## src/rtl/regfile_pkg.sv

```systemverilog
`default_nettype none
// -----------------------------------------------------------------------------
// regfile_pkg : shared constants and types for the register-file writeback path
// Rev 1.0
// -----------------------------------------------------------------------------
package regfile_pkg;

  localparam int ADDR_W   = 5;
  localparam int DATA_W   = 32;
  localparam int NUM_REGS = 32;
  localparam int ZERO_REG = 0;

  typedef enum logic [0:0] {
    INIT = 1'b0,
    RUN  = 1'b1
  } wb_state_t;

  typedef struct packed {
    logic [ADDR_W-1:0] addr;
    logic [DATA_W-1:0] data;
  } wb_entry_t;

endpackage
`default_nettype wire

```

## src/rtl/wb_fifo.sv

```systemverilog
`default_nettype none
// -----------------------------------------------------------------------------
// wb_fifo : writeback request FIFO exposing every entry in age order
// Rev 1.0
// -----------------------------------------------------------------------------
module wb_fifo #(
  parameter int DEPTH  = 4,
  parameter int ADDR_W = 5,
  parameter int DATA_W = 32
) (
  input  logic                          clk,
  input  logic                          rst,
  input  logic                          i_push,
  input  logic [ADDR_W-1:0]             i_pushAddr,
  input  logic [DATA_W-1:0]             i_pushData,
  input  logic                          i_pop,
  output logic [$clog2(DEPTH):0]        o_count,
  output logic [DEPTH-1:0][ADDR_W-1:0]  o_ageAddr,
  output logic [DEPTH-1:0][DATA_W-1:0]  o_ageData,
  output logic [DEPTH-1:0]              o_ageValid
);

  localparam int c_PTR_W = $clog2(DEPTH);
  localparam int c_CNT_W = $clog2(DEPTH) + 1;

  logic [DEPTH-1:0][ADDR_W-1:0] r_addr;
  logic [DEPTH-1:0][DATA_W-1:0] r_data;
  logic [c_PTR_W-1:0]           r_rdPtr;
  logic [c_PTR_W-1:0]           r_wrPtr;
  logic [c_CNT_W-1:0]           r_count;

  // Storage carries no reset; validity is defined purely by the count.
  always_ff @(posedge clk) begin
    if (i_push) begin
      r_addr[r_wrPtr] <= i_pushAddr;
      r_data[r_wrPtr] <= i_pushData;
    end
  end

  always_ff @(posedge clk or posedge rst) begin
    if (rst) begin
      r_rdPtr <= '0;
      r_wrPtr <= '0;
      r_count <= '0;
    end else begin
      if (i_push) r_wrPtr <= r_wrPtr + c_PTR_W'(1);
      if (i_pop)  r_rdPtr <= r_rdPtr + c_PTR_W'(1);
      r_count <= r_count + c_CNT_W'(i_push) - c_CNT_W'(i_pop);
    end
  end

  assign o_count = r_count;

  // Slot i of the age view is the i-th oldest entry; pointers wrap mod DEPTH.
  generate
    for (genvar i = 0; i < DEPTH; i++) begin : g_age
      logic [c_PTR_W-1:0] w_idx;
      assign w_idx         = r_rdPtr + c_PTR_W'(i);
      assign o_ageAddr[i]  = r_addr[w_idx];
      assign o_ageData[i]  = r_data[w_idx];
      assign o_ageValid[i] = (c_CNT_W'(i) < r_count);
    end
  endgenerate

endmodule
`default_nettype wire

```

## src/rtl/regfile_writeback_ctrl.sv

```systemverilog
`default_nettype none
// -----------------------------------------------------------------------------
// regfile_writeback_ctrl : buffered RegisterFile write initiator with forwarding
// Rev 1.0
// -----------------------------------------------------------------------------
module regfile_writeback_ctrl #(
  parameter int DEPTH  = 4,
  parameter int DATA_W = 32,
  parameter int ADDR_W = 5
) (
  input  logic                   clk,
  input  logic                   rst,
  input  logic                   wb_valid,
  output logic                   wb_ready,
  input  logic [ADDR_W-1:0]      wb_addr,
  input  logic [DATA_W-1:0]      wb_data,
  output logic                   rf_we,
  output logic [ADDR_W-1:0]      rf_waddr,
  output logic [DATA_W-1:0]      rf_wdata,
  input  logic [ADDR_W-1:0]      fwd_addr1,
  input  logic [ADDR_W-1:0]      fwd_addr2,
  output logic                   fwd_hit1,
  output logic [DATA_W-1:0]      fwd_data1,
  output logic                   fwd_hit2,
  output logic [DATA_W-1:0]      fwd_data2,
  output logic                   init_done,
  output logic [$clog2(DEPTH):0] pending_cnt
);

  import regfile_pkg::*;

  localparam int                 c_CNT_W    = $clog2(DEPTH) + 1;
  localparam logic [c_CNT_W-1:0] c_DEPTH    = c_CNT_W'(DEPTH);
  localparam logic [ADDR_W-1:0]  c_LAST_REG = ADDR_W'(NUM_REGS - 1);
  localparam logic [ADDR_W-1:0]  c_ZERO     = ADDR_W'(ZERO_REG);

  wb_state_t           r_state;
  logic [ADDR_W-1:0]   r_initPtr;
  logic                r_rfWe;
  logic [ADDR_W-1:0]   r_rfWaddr;
  logic [DATA_W-1:0]   r_rfWdata;
  logic                r_initDone;

  logic [c_CNT_W-1:0]             w_count;
  logic [DEPTH-1:0][ADDR_W-1:0]   w_ageAddr;
  logic [DEPTH-1:0][DATA_W-1:0]   w_ageData;
  logic [DEPTH-1:0]               w_ageValid;
  logic                           w_push;
  logic                           w_pop;

  // No fall-through: a full buffer refuses even on an edge that also pops.
  assign wb_ready = (r_state == RUN) && (w_count < c_DEPTH);
  // Writes to the hardwired zero register complete the handshake but vanish.
  assign w_push   = wb_valid && wb_ready && (wb_addr != c_ZERO);
  assign w_pop    = (r_state == RUN) && (w_count != '0);

  wb_fifo #(
    .DEPTH  (DEPTH),
    .ADDR_W (ADDR_W),
    .DATA_W (DATA_W)
  ) u_fifo (
    .clk        (clk),
    .rst        (rst),
    .i_push     (w_push),
    .i_pushAddr (wb_addr),
    .i_pushData (wb_data),
    .i_pop      (w_pop),
    .o_count    (w_count),
    .o_ageAddr  (w_ageAddr),
    .o_ageData  (w_ageData),
    .o_ageValid (w_ageValid)
  );

  always_ff @(posedge clk or posedge rst) begin
    if (rst) begin
      r_state    <= INIT;
      r_initPtr  <= ADDR_W'(1);
      r_rfWe     <= 1'b0;
      r_rfWaddr  <= '0;
      r_rfWdata  <= '0;
      r_initDone <= 1'b0;
    end else begin
      case (r_state)
        INIT: begin
          r_rfWe    <= 1'b1;
          r_rfWaddr <= r_initPtr;
          r_rfWdata <= '0;
          r_initPtr <= r_initPtr + ADDR_W'(1);
          if (r_initPtr == c_LAST_REG) begin
            r_state    <= RUN;
            r_initDone <= 1'b1;
          end
        end
        RUN: begin
          r_rfWe <= w_pop;
          if (w_pop) begin
            r_rfWaddr <= w_ageAddr[0];
            r_rfWdata <= w_ageData[0];
          end
        end
        default: r_state <= INIT;
      endcase
    end
  end

  assign rf_we       = r_rfWe;
  assign rf_waddr    = r_rfWaddr;
  assign rf_wdata    = r_rfWdata;
  assign init_done   = r_initDone;
  assign pending_cnt = w_count;

  // Oldest candidate first so that each newer match overrides: rf_* output,
  // then buffer head through tail.
  generate
    for (genvar p = 0; p < 2; p++) begin : g_fwd
      logic [ADDR_W-1:0] w_addr;
      logic              w_hit;
      logic [DATA_W-1:0] w_data;

      assign w_addr = (p == 0) ? fwd_addr1 : fwd_addr2;

      always_comb begin
        w_hit  = 1'b0;
        w_data = '0;
        if (r_rfWe && (r_rfWaddr == w_addr)) begin
          w_hit  = 1'b1;
          w_data = r_rfWdata;
        end
        for (int i = 0; i < DEPTH; i++) begin
          if (w_ageValid[i] && (w_ageAddr[i] == w_addr)) begin
            w_hit  = 1'b1;
            w_data = w_ageData[i];
          end
        end
        if ((r_state != RUN) || (w_addr == c_ZERO)) begin
          w_hit  = 1'b0;
          w_data = '0;
        end
      end
    end
  endgenerate

  assign fwd_hit1  = g_fwd[0].w_hit;
  assign fwd_data1 = g_fwd[0].w_data;
  assign fwd_hit2  = g_fwd[1].w_hit;
  assign fwd_data2 = g_fwd[1].w_data;

endmodule
`default_nettype wire

```

## config.mk

```make
export PLATFORM = sky130hd
export DESIGN_NAME = regfile_writeback_ctrl
export DESIGN_NICKNAME = d
export VERILOG_FILES = /design/src/rtl/regfile_pkg.sv /design/src/rtl/wb_fifo.sv /design/src/rtl/regfile_writeback_ctrl.sv
export SDC_FILE = /design/constraint.sdc
export NUM_CORES = 1
export LEC_CHECK = 0
export ABC_AREA = 1
export CORE_MARGIN = 5
export CORE_UTILIZATION = 58
export DETAILED_ROUTE_END_ITERATION = 16
export PLACE_DENSITY = 0.82
export SLEW_MARGIN = 0
export SYNTH_ARGS = -nofsm -noshare
export SYNTH_HDL_FRONTEND = slang
export SYNTH_SLANG_ARGS = --single-unit
```

## constraint.sdc

```tcl
create_clock -name clk -period 4.2 [get_ports clk]
set_input_delay 0.84 -clock clk [delete_from_list [all_inputs] [get_ports clk]]
set_output_delay 0.84 -clock clk [all_outputs]
set_load 0.03 [all_outputs]
```

## Word-level counts from Yosys, hierarchy flattened

Index checks and enable logic that the tools add are counted.

- Mux-type cells: 53
- Equality and inequality tests: 12
- Add/subtract/negate cells: 7
- Reduce and logical (&&, ||, !) cells: 22
- Bitwise logic cells: 1
- Magnitude comparators: 11

Operators by type and width:

| kind | number |
|---|---|
| $mux W32 | 18 |
| $bmux W32 S2 | 4 |
| $bwmux W128 | 1 |
| $demux W32 S2 | 1 |
| $pmux W32 S2 | 1 |
| $eq A5 B5 Y1 | 10 |
| $bmux W5 S2 | 4 |
| $mux W5 | 6 |
| $bwmux W20 | 1 |
| $logic_and A1 B1 Y1 | 15 |
| $lt A2 B3 Y1 const B | 5 |
| $mux W1 | 14 |
| $demux W5 S2 | 1 |
| $logic_not A5 Y1 | 2 |
| $pmux W5 S2 | 1 |
| $lt A1 B3 Y1 const A | 2 |
| $lt A2 B3 Y1 const A | 2 |
| $add A5 B1 Y5 const B | 1 |
| $eq A5 B5 Y1 const B | 1 |
| $reduce_bool A5 Y1 | 1 |
| $add A2 B1 Y2 const B | 2 |
| $add A2 B2 Y2 const B | 2 |
| $add A3 B1 Y3 | 1 |
| $lt A3 B3 Y1 const B | 1 |
| other kinds (8) | 9 |

- Input bits: 50
- Output and inout bits: 109
- Register bits after elaboration: 200

## Depth between registers and ports, before layout

Gate-level depths: netlist of run 1.

- Word-level depth: 9
- Gate-level depth with buffers: 18

## Hierarchy

From an unflattened synthesis of run 1, not the netlist that was laid out.

- Cell total of the unflattened synthesis: 2406
- Area, all modules: 15621.2 um2

By module, submodules not included:

| module | times used | cells each | sequential area each (um2) | area each (um2) |
|---|---|---|---|---|
| wb_fifo | 1 | 1228 | 4619.4 | 9091.2 |
| regfile_writeback_ctrl | 1 | 1178 | 1127.3 | 6530.0 |

## Worst setup path after synthesis of run 1

OpenSTA, ideal clock, no wires.

- Kind: reg-to-reg
- Start: reg r_state
- End: reg u_fifo.r_addr[0] (netlist bit), enable pin
- Buffers on the path: 2
- Stages on the path, launching flop included: 7
- Period minus slack after synthesis: 3720 ps
- Arrival: 3289 ps
- Slack: 480 ps
- Library setup time: 431 ps
- Cell sequence: dfrtp_1 -> clkbuf_1 -> inv_1 -> clkbuf_1 -> nor2_1 -> o311ai_2 -> nor2_1

- Longest elaborated chain between the ends: 3

RTL lines:

| item | line | RTL |
|---|---|---|
| from (decl) | regfile_writeback_ctrl.sv:37 | `wb_state_t r_state;` |
| from (signal assigned) | regfile_writeback_ctrl.sv:76 | `r_state <= INIT;` |
| from (signal assigned) | regfile_writeback_ctrl.sv:90 | `r_state <= RUN;` |
| from (signal assigned) | regfile_writeback_ctrl.sv:101 | `default: r_state <= INIT;` |
| $logic_and A1 B1 Y1 | regfile_writeback_ctrl.sv:52 | `assign wb_ready = (r_state == RUN) && (w_count < c_DEPTH);` |
| named net wb_ready | regfile_writeback_ctrl.sv:14 | `output logic wb_ready,` |
| $logic_and A1 B1 Y1 (2 in a row) | regfile_writeback_ctrl.sv:54 | `assign w_push = wb_valid && wb_ready && (wb_addr != c_ZERO);` |
| to (signal, indexed assignment) | wb_fifo.sv:35 | `r_addr[r_wrPtr] <= i_pushAddr;` |
| to (decl) | wb_fifo.sv:26 | `logic [DEPTH-1:0][ADDR_W-1:0] r_addr;` |

The timed path passes the listed nets, and every way through them passes these cells.
A chain may end at the register's enable or synchronous reset.

## Final worst setup path of run 1

- Start: reg u_fifo.r_rdPtr[0]
- End: out fwd_data2[5]

- Longest elaborated chain between the ends: 9
- Elaborated cells on any way between the ends: 32
- Classes of those cells: add/sub: 3; eq/ne: 4; mux: 21; reduce/logical: 4

RTL lines:

| item | line | RTL |
|---|---|---|
| from (decl) | wb_fifo.sv:28 | `logic [c_PTR_W-1:0] r_rdPtr;` |
| from (signal assigned) | wb_fifo.sv:47 | `if (i_pop) r_rdPtr <= r_rdPtr + c_PTR_W'(1);` |
| $add A2 B1 Y2 or $bmux W5 S2 (tied branches) | wb_fifo.sv:58, wb_fifo.sv:59 |  |
| $bmux W5 S2 or $mux W5 (tied branches) | wb_fifo.sv:59 | `assign o_ageAddr[i] = r_addr[w_idx];` |
| $mux W5 (implied by the code) or $eq A5 B5 Y1 (tied branches) | wb_fifo.sv:59, regfile_writeback_ctrl.sv:130 |  |
| $eq A5 B5 Y1 or $logic_and A1 B1 Y1 (tied branches) | regfile_writeback_ctrl.sv:130 | `if (w_ageValid[i] && (w_ageAddr[i] == w_addr)) begin` |
| $logic_and A1 B1 Y1 or $mux W32 (tied branches) | regfile_writeback_ctrl.sv:130 |  |
| $mux W32 (2 in a row) | regfile_writeback_ctrl.sv:130 |  |
| $mux W32 (*) | regfile_writeback_ctrl.sv:130 |  |
| $mux W32 (*) | regfile_writeback_ctrl.sv:135 | `if ((r_state != RUN) \|\| (w_addr == c_ZERO)) begin` |
| to (decl) | regfile_writeback_ctrl.sv:25 | `output logic [DATA_W-1:0] fwd_data2,` |

Every way passes the cells marked *; elsewhere a longest branch is shown, timed or not. The select of a mux whose other input is x is not followed.

==> results of run 1 <==
==> final timing paths <==
path	from	to	slack [ns]
worst max-delay path	u_fifo.r_rdPtr[0]$_DFFE_PP0P_	fwd_data2[5]	0.05
worst max register to register	r_state$_DFF_PP0_	u_fifo.r_data[119]$_DFFE_PP_	1.28
worst min register to register	init_done$_DFFE_PP0P_	init_done$_DFFE_PP0P_	0.46
min in group asynchronous	rst	rf_wdata[6]$_DFFE_PP0P_	0.91
worst min-delay path	init_done$_DFFE_PP0P_	init_done$_DFFE_PP0P_	0.46
max in group asynchronous	rst	r_initPtr[0]$_DFFE_PP1N_	2.47
==> kinds of logic (layout without fill, tap and decap cells) <==
| logic type | count (synthesis) | in the layout | share of synthesized area (%) |
|---|---|---|---|
| xor gates and xnor gates | 17 | 17 | 1.004 |
| buffers and inverters | 367 | 528 | 10.50 |
| muxes | 2 | 2 | 0.1350 |
| AOI/OAI and AO/OA | 399 | 399 | 14.62 |
| adders and majority gates | 11 | 11 | 0.9784 |
| and+or+nand+nor | 1209 | 1209 | 34.03 |
| DFF | 200 | 200 | 38.74 |
==> sequential cells by signal, indices dropped and copies added, names as in the netlist <==
name	count
u_fifo.r_data	128
rf_wdata	32
u_fifo.r_addr	20
r_initPtr	5
rf_waddr	5
u_fifo.o_count	3
u_fifo.r_rdPtr	2
u_fifo.r_wrPtr	2
init_done	1
r_state	1
rf_we	1
==> what timing repair did <==
item                                    in CTS  in global routing
pin swaps                                    4                  4
gates cloned                                 2                  3
setup buffers                                4                  6
endpoints found under the setup margin      63                 66
resized for setup                           15                 33
==> where the power goes <==
group,total (mW),internal (mW),switching [mW]
Combinational,11.5,3.51,7.98
Sequential,2.83,2.58,0.252
Clock,1.78,0.824,0.952
==> stage by stage <==
step | area, um^2 | util (%)
global route | 18010 | 71.53
global placement | 17050 | 67.71
CTS | 17780 | 70.61
floorplan | 14830 | -
finish | 18010 | 71.53
detailed placement | 17050 | 67.71
==> worst register-to-register path, stage by stage, from the launching register on <==
cell and delay (ns):
dfrtp_1 0.56, inv_1 0.28, nor2_1 0.37, o311ai_2 0.32, buf_4 0.28, nor2_4 0.53, buf_12 0.26
==> layout make-up <==
cell class / instances / area share (%)
Timing Repair Buffer: 281 / 15.39
Multi-Input combinational cell: 1638 / 42.36
Tap cell: 330 / 2.292
Inverter: 215 / 4.605
Clock buffer: 17 / 2.362
Clock inverter: 15 / 1.063
Sequential cell: 200 / 31.93
==> layer usage <==
metal	up-vias	GRT usage [%]
met5	-	0
met4	0	7.465
met3	161	12.96
met2	1408	52.96
met1	7401	58.37
li1	7468	-
==> cell usage after synthesis, drive strengths merged (34+ instances only) <==
cell type | count | share of area (%)
a21oi | 73 | 3.3
buf | 87 | 3.4
clkbuf | 65 | 1.6
dfrtp | 51 | 8.6
edfxtp | 148 | 30
inv | 214 | 5.4
nand2 | 654 | 17
nand3 | 151 | 5.2
nand4 | 70 | 3.0
nor2 | 296 | 7.7
o21ai | 313 | 11
or2 | 34 | 1.4
==> flow_summary.ini, run 1 <==
[run_status]
status = finished, final reports clean

[route]
drt_iter0_markers = 3104
wl_met3_um = 9763
dr_wl_met2_um = 22800
drt-total-wl_um = 57030
drt-wirelength-per-cell_um = 21.15
met1_length_um = 22970
vias = 16440
drc_errors = 0
antenna_left = 0
top_layer = met4
via_per_inst = 6.097
drt_first_pass_iters = 7

[clocking]
clkLatencyLatePin_ns = 0.45
clockRootBuffer = clkbuf_16
holdBufCountCts = 0
path_clk_slew_ns = 0.09
cts_max_path_buffers = 2
cts_tree = done
h-tree-depth = 4
cts.sinks = 200
cts_buffers = 17

[synthesis]
syn_avg_cell_area_um2 = 6.728
syn_inst = 2205
yosysWarnings = 0
yosysSeqAreaShare_pct = 38.74
synth_edf_count = 148
syn-cell-area_um2 = 14830
synth_seq_cells = 200
synth_fp_nets = 2266
synthFlopType = edfxtp_1
async_flop_share_pct = 26.00
yosysUniqueCellTypes = 41

[floorplanning]
die_y_um = 169.9
ioPinCount = 159
rows = 58
fp.coreArea_um2 = 25180
die_w_um = 169.9
die_area_um2 = 28870
start_util_pct = 58.91

[pwr]
vdd_ir_drop_max_uv = 557.4
p_total_mw = 16.10
power_density_nw_per_um2 = 893.6
power.leakage_nw = 8.302

[placed_design]
dp.cells = 2649
hpwl_um = 41520
dp_slack_ns = -0.005348
routabilityCongestion = 1.081
io_buffer_count = 158

[sta]
worst_slew_pin_slew_ns = 0.9283
setup_tns_ns = 0
rsz0062_at_grt = true
max_slew_margin_pct = 38.02
skew_ns = 0.02480
slew_violations = 0
min_period_ns = 4.150
setup_viol = 0
fmax_mhz = 240.9
layout_worst_path_cycle_share_pct = 98.82
hold_violations = 0
layout_setup_ws_ns = 0.04964
holdWs_ns = 0.4648

[grt]
grt_pass1_vias = 14440
gr-total-overflow = 0
grt_max_degree = 83
grt.total_usage_pct = 38.20
grt_pass1_wl_um = 85010
antenna_found_initial = 1

[cells_and_area]
final_cell_mix = nand2_1 (651), nor2_1 (285), o21ai_0 (270)
fill_cells = 1950
multi_input_area_um2 = 7630
nets = 2414
final-seq-area_um2 = 5752
area_delta_synth_final_pct = 21.43
drive_gt1_share_pct = 12.17
final_cells = 2696
layout_commonest_cell = nand2_1
antenna_cells = 0

[hold_path]
min_path_cells = 1
worst_hold_path_type = register to register

[worst_setup_path]
crit_top_cell = nand2_1
cpMaxStageDelayCell = dfrtp_4
worstSetupPathType = register to output port
worstPathArrival_ns = 3.31
crit_chain = clkinv_8, buf_16, nand2_1, nand3_1, nand2_1, buf_4, nand2_1, nand2_1, nor2_4, buf_4, nand4_1, nand3_1, nand3_1, a21oi_2, buf_4
path_depth = 15
reg2regPathDepth = 6
crit_path_max_fanout = 17
required_ns = 3.36
critical_path_buf_inv_count = 5
cp_slowest_stage_delay_ns = 0.55
cp_top_family = simple AND/OR/NAND/NOR gates
startpoint_type = register
worstSetupEndpointType = output port

[run]
maxCapViolCount = 0
No activity file was read; power rests on OpenSTA's default activity.
==> run 2: changes to the inputs <==
CTS_CLUSTER_SIZE = 40   (was not set)
==> results of run 2 <==
Same layout as run 1: the final DEF is identical, and so are final timing and power.
